## src/rtl/fanout_pkg.sv

```systemverilog
// Shared types and defaults for the stream fanout fork controller.
package fanout_pkg;

    localparam int FANOUT_NUM_OUT_DEFAULT = 7;
    localparam int FANOUT_DW_DEFAULT      = 17;

    typedef logic [FANOUT_NUM_OUT_DEFAULT-1:0] fanout_mask_t;

    typedef enum logic {
        ST_EMPTY = 1'b0,
        ST_HOLD  = 1'b1
    } fanout_state_t;

endpackage

```

## src/rtl/fanout_lane.sv

```systemverilog
// One consumer lane of the fork: tracks whether this lane has already taken
// the buffered token and contributes its term to the token-complete AND.
module fanout_lane (
    input  logic clk,
    input  logic flush,
    input  logic buf_valid_i,
    input  logic tok_mask_i,
    input  logic out_ready_i,
    input  logic clear_i,
    output logic out_valid_o,
    output logic done_term_o
);

    logic sent_q;
    logic sent_d;
    logic take;

    assign out_valid_o = buf_valid_i & tok_mask_i & ~sent_q;
    assign take        = out_valid_o & out_ready_i;
    assign done_term_o = ~tok_mask_i | sent_q | take;

    // A new token or a completed token both start the lane over.
    always_comb begin
        sent_d = sent_q | take;
        if (clear_i) begin
            sent_d = 1'b0;
        end
    end

    always_ff @(posedge clk) begin
        if (flush) begin
            sent_q <= 1'b0;
        end else begin
            sent_q <= sent_d;
        end
    end

endmodule

```

## src/rtl/fanout_fork_ctrl.sv

```systemverilog
// Registered one-token fork: broadcasts a producer word to the selected
// consumers and releases the producer once every selected lane has taken it.
module fanout_fork_ctrl
    import fanout_pkg::*;
#(
    parameter int NUM_OUT    = FANOUT_NUM_OUT_DEFAULT,
    parameter int DATA_WIDTH = FANOUT_DW_DEFAULT
) (
    input  logic                          clk,
    input  logic                          flush,
    input  logic [NUM_OUT-1:0]            cfg_en,
    input  logic [NUM_OUT-1:0]            cfg_sel,
    input  logic [DATA_WIDTH-1:0]         in_data,
    input  logic                          in_valid,
    output logic                          in_ready,
    output logic [NUM_OUT*DATA_WIDTH-1:0] out_data,
    output logic [NUM_OUT-1:0]            out_valid,
    input  logic [NUM_OUT-1:0]            out_ready,
    output logic [15:0]                   tok_count
);

    fanout_state_t           state_q;
    fanout_state_t           state_d;
    logic [DATA_WIDTH-1:0]   buf_data_q;
    logic [DATA_WIDTH-1:0]   buf_data_d;
    logic [NUM_OUT-1:0]      tok_mask_q;
    logic [NUM_OUT-1:0]      tok_mask_d;
    logic [15:0]             tok_count_q;
    logic [15:0]             tok_count_d;

    logic                    buf_valid;
    logic                    done;
    logic                    accept;
    logic                    clear;
    logic [NUM_OUT-1:0]      lane_done;

    // The held token keeps the mask it was accepted with.
    assign done   = buf_valid & (&lane_done);
    assign accept = in_valid & in_ready;
    assign clear  = accept | done;

    for (genvar g = 0; g < NUM_OUT; g++) begin : g_lane
        fanout_lane u_lane (
            .clk         (clk),
            .flush       (flush),
            .buf_valid_i (buf_valid),
            .tok_mask_i  (tok_mask_q[g]),
            .out_ready_i (out_ready[g]),
            .clear_i     (clear),
            .out_valid_o (out_valid[g]),
            .done_term_o (lane_done[g])
        );
        assign out_data[g*DATA_WIDTH +: DATA_WIDTH] = buf_data_q;
    end

    always_ff @(posedge clk) begin
        if (flush) begin
            state_q <= ST_EMPTY;
        end else begin
            state_q <= state_d;
        end
    end

    always_comb begin
        state_d = state_q;
        case (state_q)
            ST_EMPTY: if (accept)          state_d = ST_HOLD;
            ST_HOLD:  if (done && !accept) state_d = ST_EMPTY;
            default:                       state_d = ST_EMPTY;
        endcase
    end

    // out_ready reaches in_ready through done, allowing back-to-back tokens.
    always_comb begin
        buf_valid = (state_q == ST_HOLD);
        in_ready  = ~flush & (~buf_valid | done);
    end

    always_comb begin
        buf_data_d  = buf_data_q;
        tok_mask_d  = tok_mask_q;
        tok_count_d = tok_count_q;
        if (accept) begin
            buf_data_d = in_data;
            tok_mask_d = cfg_en & cfg_sel;
        end
        if (done) begin
            tok_count_d = tok_count_q + 16'd1;
        end
    end

    always_ff @(posedge clk) begin
        if (flush) begin
            buf_data_q  <= '0;
            tok_mask_q  <= '0;
            tok_count_q <= '0;
        end else begin
            buf_data_q  <= buf_data_d;
            tok_mask_q  <= tok_mask_d;
            tok_count_q <= tok_count_d;
        end
    end

    assign tok_count = tok_count_q;

endmodule

```

## config.mk

```make
export PLATFORM = sky130hd
export DESIGN_NAME = fanout_fork_ctrl
export DESIGN_NICKNAME = d
export VERILOG_FILES = /design/src/rtl/fanout_pkg.sv /design/src/rtl/fanout_lane.sv /design/src/rtl/fanout_fork_ctrl.sv
export SDC_FILE = /design/constraint.sdc
export NUM_CORES = 1
export LEC_CHECK = 0
export CAP_MARGIN = 25
export CORE_ASPECT_RATIO = 0.7
export CORE_UTILIZATION = 40
export CTS_BUF_LIST = sky130_fd_sc_hd__clkbuf_4 sky130_fd_sc_hd__clkbuf_8 sky130_fd_sc_hd__clkbuf_16
export CTS_CLUSTER_SIZE = 28
export DETAILED_ROUTE_END_ITERATION = 10
export PLACE_DENSITY = 0.86
export SKIP_CTS_REPAIR_TIMING = 1
export SLEW_MARGIN = 10
export SYNTH_ARGS = -nofsm -noshare
export SYNTH_HDL_FRONTEND = slang
export SYNTH_SLANG_ARGS = --single-unit
```

## constraint.sdc

```tcl
create_clock -name clk -period 5.9 [get_ports clk]
set_input_delay 1.77 -clock clk [delete_from_list [all_inputs] [get_ports clk]]
set_output_delay 1.77 -clock clk [all_outputs]
set_load 0.005 [all_outputs]
```

==> summary.md, run 1 <==
| Metric | Value |
|---|---|
| CP cell instances | `clkdlybuf4s50_1, nand2_2, a222oi_1, a31oi_2, nor2_1, clkdlybuf4s50_1` |
| Period minus WS final | `5.529 ns` |
| # fillers | `615` |
| Critical path data required time | `4.13 ns` |
| Final non-filler cell area | `4156 sq um` |
| MaxCap Viol Count | `0` |
| DR vias/cell | `4.832` |
| Wire per inst | `13.50 microns` |
| NetSw | `0.0002092 W` |
| Post-Synthesis Cell Area | `2950 sq um` |
| Port bufs | `183` |
| Nature of the critical path startpoint | `primary input` |
| CTS clock-pin slew for the worst setup and hold paths | `0.10 ns` |
| Final setup vio count | `0` |
| Post-synthesis net count | `387` |
| Die W | `104.7 microns` |
| Slew HR | `62.05%` |
| Root buffer cell | `clkbuf_8` |
| Sequential power share | `43.6%` |
| IO Count | `184` |
| Initial antenna violation count | `0` |
| Crit path max-delay family | `buffers and inverters` |
| Gr usage total | `17.26%` |
| Crit. End Element | `primary output` |
| RSZ-0062 raised after global routing | `false` |
| Yosys cell types | `33` |
| Comb pwr share | `27.1%` |
| DRT Pass-1 Iters | `4` |
| RR Endpoint | `buf_data_q[6]$_SDFFE_PP0P_` |
| Reg2Reg Depth | `6` |
| Peak VDD IR | `0.0001015 V` |
| Yosys top cell area share | `32.57%` |
| Fin nets | `458` |
| Avg Cell Area, Syn | `8.552 sq um` |
| Mapped Cells | `345` |
| Leakage power | `1.445 nW` |
| Clk buf depth | `2` |
| Slowest cell on the critical path | `a222oi_1` |
| Die area | `7729 sq um` |
| Gr ovfl total | `0` |
| RePlAce Congestion | `0.7681` |
| Sequential element share of the synthesized area | `32.57%` |
| Final core occ | `59.86%` |
| CTS tree | `done` |
| Slew Viols, Final | `0` |
| TNS Setup | `0 ns` |
| Post-DRT Antenna Nets | `0` |
| Layout area overhead | `40.88%` |
| Internal | `0.0006223 W` |
| CTS Buf Count | `5` |
| Least-Margin Pin Slew | `0.5692 ns` |
| H-tree levels | `2` |
| Crit path top cell by count | `clkdlybuf4s50_1` |
| Switching share of power | `25.16%` |
| Max Clock Skew | `0.01270 ns` |
| Worst path bufs/invs | `2` |
| Post-synth top area cell | `dfxtp_1` |
| Core outline area | `6944 sq um` |
| Clk sink count | `48` |
| Synth warnings | `0` |
| Largest net degree at the start of global routing | `43` |
| Synth Register Bits | `48` |
| Share of layout cells above drive strength 1 | `3.597%` |
| Number of synthesized flops with an enable pin | `0` |
| Antenna diodes | `0` |
| Initial Utilization | `42.49%` |
| Worst stage delay on the critical path | `0.58 ns` |
| Largest cells by area after synthesis | `dfxtp_1 (33%), buf_4 (28%), mux2_1 (6.5%)` |
| Endpoints failing hold | `0` |
| First DRT Iteration DRCs | `95` |
| Outcome | `complete, no violations` |
| RR Startpoint | `buf_valid$_SDFF_PP0_` |
| Critical Path AT | `3.76 ns` |
| Final period utilization | `93.72%` |
| Worst reg2reg setup slack | `3.22 ns` |
| Total power | `0.0008315 W` |
| HP Start | `tok_count[15]$_SDFFE_PP0P_` |
| Worst hold path type | `reg -> reg` |
| FMAX | `180.9 MHz` |
| Post-DP Area | `4041 sq um` |
| Crit-path max FO | `3` |
| Predominant post-synthesis flop cell | `dfxtp_1` |
| DRT Wirelength | `6.896 mm` |
| # rows | `25` |
| Clk network pwr share | `29.3%` |
| Critical path type | `in -> out` |
| Die height | `73.86 microns` |
| Hold Path End | `tok_count[15]$_SDFFE_PP0P_` |
| Vias in the first global route | `2211` |
| First-pass GRT wire length | `10.70 mm` |
| WHS Path Cells | `2` |
| Via Count | `2469` |
| Remaining DRCs | `0` |
| Placed wire-length estimate | `5.240 mm` |
| PD cells | `200.0 nW/um^2` |
| FFs w/ async S/R, synth | `0%` |
| Worst-Skew Late Latency | `0.30 ns` |
metrics by stage:
stage,worst slack (ns),hold slack (ns),std cells
floorplan,1.279,0.4676,345
global placement,0.4100,0.4625,503
detailed placement,0.3938,0.4757,503
CTS,0.3769,0.4918,511
global route,0.2609,0.5085,511
finish,0.3706,0.4875,511
how the worst max path moves through the flow:
stage / slack [ns] / end / cells after the start / from
after detailed placement: 0.39 / in_ready / 6 / out_ready[0]
after global placement: 0.41 / in_ready / 6 / out_ready[0]
final: 0.37 / in_ready / 6 / out_ready[0]
after global routing: 0.26 / in_ready / 6 / out_ready[0]
after floorplan: 1.28 / in_ready / 5 / out_ready[0]
after CTS: 0.38 / in_ready / 6 / out_ready[0]
layer usage:
| metal | vias to the layer above | track usage, % | share of wire (%) |
|---|---|---|---|
| met4 | 0 | 3.286 | 0 |
| met2 | 103 | 32.82 | 51 |
| met3 | 0 | 3.993 | 6.2 |
| met1 | 1152 | 20.16 | 43 |
| li1 | 1214 | - | - |
| met5 | - | 0 | 0 |
worst min-delay path: cells and delay by family (launching register included):
kind | cells | cell delay [ns]
flip-flops | 1 | 0.33
AO/OA/AOI/OAI | 2 | 0.12
sequential cells by signal, summed over array words and instances (netlist names):
signal	cells
tok_mask_q	7
buf_valid	1
buf_data_q	17
tok_count	16
g_lane.u_lane.sent_q	7
cell usage in the layout (no fill, tap or decap), types with 6 or more instances in the layout:
cell type	n
clkdlybuf4s50_1	183
dfxtp_1	48
nand2_1	26
nor2b_1	22
a21oi_1	21
mux2_1	17
o31ai_1	16
nor2_1	9
or4_1	9
o211ai_1	7
nor4_1	7
inv_1	6
cells in the mapped netlist, types with 2 or more instances:
cell type	count
a21oi_1	21
a32oi_1	2
and2_1	4
and3_1	2
buf_2	2
buf_4	110
clkbuf_1	8
dfxtp_1	48
inv_1	6
mux2_1	17
nand2_1	26
nand3_1	4
nand4_1	3
nor2_1	9
nor2b_1	22
nor4_1	7
o211ai_1	7
o21ai_1	5
o31ai_1	16
or3_1	5
or4_1	9
power by group through the flow:
stage	Combinational (W)	Sequential [W]	Clock [W]
2_1_floorplan	0.000136	0.000365	0
3_3_place_gp	0.000224	0.000368	0
3_5_place_dp	0.000228	0.000371	0
4_1_cts	0.000228	0.000363	0.000254
5_1_grt	0.000241	0.000367	0.000267
6_report	0.000226	0.000362	0.000243
cell families after synthesis:
| group | count (synthesis) | share of synthesized area (%) |
|---|---|---|
| AO/OA/AOI/OAI | 54 | 11.83 |
| XOR/XNOR | 1 | 0.2969 |
| adder cells (fa/ha/maj) | 1 | 0.4240 |
| buffers and inverters | 129 | 30.75 |
| flip-flops | 48 | 32.57 |
| multiplexers | 17 | 6.488 |
| AND/OR/NAND/NOR | 95 | 17.64 |
cell type report:
type,count,area [sq um],area share [%]
Clock buffer,5,68.82,1.656
Clock inverter,3,46.29,1.114
Inverter,7,26.28,0.6321
Multi-Input combinational cell,168,1082,26.04
Sequential cell,48,960.9,23.12
Tap cell,94,117.6,2.830
Timing Repair Buffer,186,1854,44.61
Power figures use the tool's default switching activity.
==> run 2: changes to the inputs <==
- MAX_ROUTING_LAYER: not set -> met4
==> summary.md, run 2 (synthesis gave the netlist of run 1 again) <==
| Metric | Value |
|---|---|
| Remaining DRCs | `0` |
| Wire per inst | `13.67 microns` |
| Final hold slack | `0.4889 ns` |
| First DRT Iteration DRCs | `97` |
| Reg with most FFs | `buf_data_q` |
| Leakage power | `1.445 nW` |
| Period minus WS final | `5.539 ns` |
| RSZ-0062 raised after global routing | `false` |
| Final core occ | `59.86%` |
| Initial antenna violation count | `0` |
| MaxCap Viol Count | `0` |
| Final period utilization | `93.88%` |
| Layout area overhead | `40.88%` |
| RePlAce Congestion | `0.7784` |
| Fin nets | `458` |
| Core outline area | `6944 sq um` |
| Max Clock Skew | `0.01630 ns` |
| Worst hold path type | `reg -> reg` |
| Worst-Skew Late Latency | `0.30 ns` |
| Clk sink count | `48` |
| Total power | `0.0008338 W` |
| H-tree levels | `2` |
| Critical Path Start | `out_ready[0]` |
| CTS tree | `done` |
| HP Start | `tok_count[15]$_SDFFE_PP0P_` |
| CTS Buf Count | `5` |
| Largest net degree at the start of global routing | `43` |
| Initial Utilization | `42.49%` |
| Root buffer cell | `clkbuf_8` |
| Vias in the first global route | `2205` |
| Peak VDD IR | `0.0001012 V` |
| Critical path type | `in -> out` |
| Share of layout cells above drive strength 1 | `3.597%` |
| Outcome | `complete, no violations` |
| FMAX | `180.5 MHz` |
| Nature of the critical path startpoint | `primary input` |
| PD cells | `200.6 nW/um^2` |
| DRT Wirelength | `6.983 mm` |
| Least-Margin Pin Slew | `0.5755 ns` |
| Gr ovfl total | `0` |
| Max FFs per register | `17` |
| Via Count | `2497` |
| # rows | `25` |
| Commonest non-fill, non-tap cell in the layout | `clkdlybuf4s50_1` |
| Gr usage total | `17.82%` |
| Die area | `7729 sq um` |
| Crit. End Element | `primary output` |
| Most frequent cells in the layout | `clkdlybuf4s50_1 (183), dfxtp_1 (48), nand2_1 (26)` |
| IO Count | `184` |
| Crit-path max FO | `3` |
| CTS clock-pin slew for the worst setup and hold paths | `0.09 ns` |
| Slew HR | `61.63%` |
| First-pass GRT wire length | `10.70 mm` |
| Placed wire-length estimate | `5.240 mm` |
| Die W | `104.7 microns` |
| Worst setup margin | `0.3611 ns` |
| Clk buf depth | `2` |
| Slew Viols, Final | `0` |
| Critical Path AT | `3.77 ns` |
| DR vias/cell | `4.886` |
| Final setup vio count | `0` |
| RR Startpoint | `buf_valid$_SDFF_PP0_` |
| Worst slack, placed | `0.3938 ns` |
| TNS Setup | `0 ns` |
| Die height | `73.86 microns` |
| Post-DRT Antenna Nets | `0` |
| Critical path data required time | `4.13 ns` |
| Endpoints failing hold | `0` |
| Port bufs | `183` |
| Antenna diodes | `0` |
| DRT Pass-1 Iters | `4` |
-- run 2: cell counts in the layout (fill, tap and decap cells not counted) --
No cell type changed its count.
-- run 2: final timing paths --
| path | endpoint | slack, ns | depth (start not counted) |
|---|---|---|---|
| worst max-delay path | in_ready | 0.36 | 6 |
| worst min-delay path | tok_count[15]$_SDFFE_PP0P_ | 0.49 | 2 |
| worst max register to register | buf_data_q[6]$_SDFFE_PP0P_ | 3.22 | 6 |
| worst min register to register | tok_count[15]$_SDFFE_PP0P_ | 0.49 | 2 |
-- run 2: worst max-delay path, stage by stage --
cell             delay [ns]
clkdlybuf4s50_1        0.50
nand2_2                0.06
a222oi_1               0.58
a31oi_2                0.18
nor2_1                 0.15
clkdlybuf4s50_1        0.53
-- run 2: per-stage QoR --
stage                     instance area, sq um  instances
after CTS                                 4156        511
final                                     4156        511
after detailed placement                  4041        503
after floorplan                           2950        345
after global routing                      4156        511
after global placement                    4041        503
-- run 2: metal layers --
layer,vias to the layer above,global-route usage (%),wire length (microns)
li1,1214,-,-
met1,1165,20.43,3017
met2,116,32.67,3477
met3,2,3.815,462
met4,0,3.286,25
met5,-,-,0
-- run 2: cell type report --
class | count | area [sq um]
timing repair buffer | 186 | 1854
fill | 615 | 2788
clock buffer | 5 | 68.82
tap | 94 | 117.6
inverter | 7 | 26.28
clock inverter | 3 | 46.29
sequential | 48 | 960.9
multi-input combinational | 168 | 1082
-- run 2: power breakdown --
group,internal (W),leakage (nW),switching (W)
clock network,0.000128,0.0548,0.000117
registers,0.000338,0.392,0.0000242
logic,0.000156,0.999,0.0000699
total,0.000622,1.45,0.000211
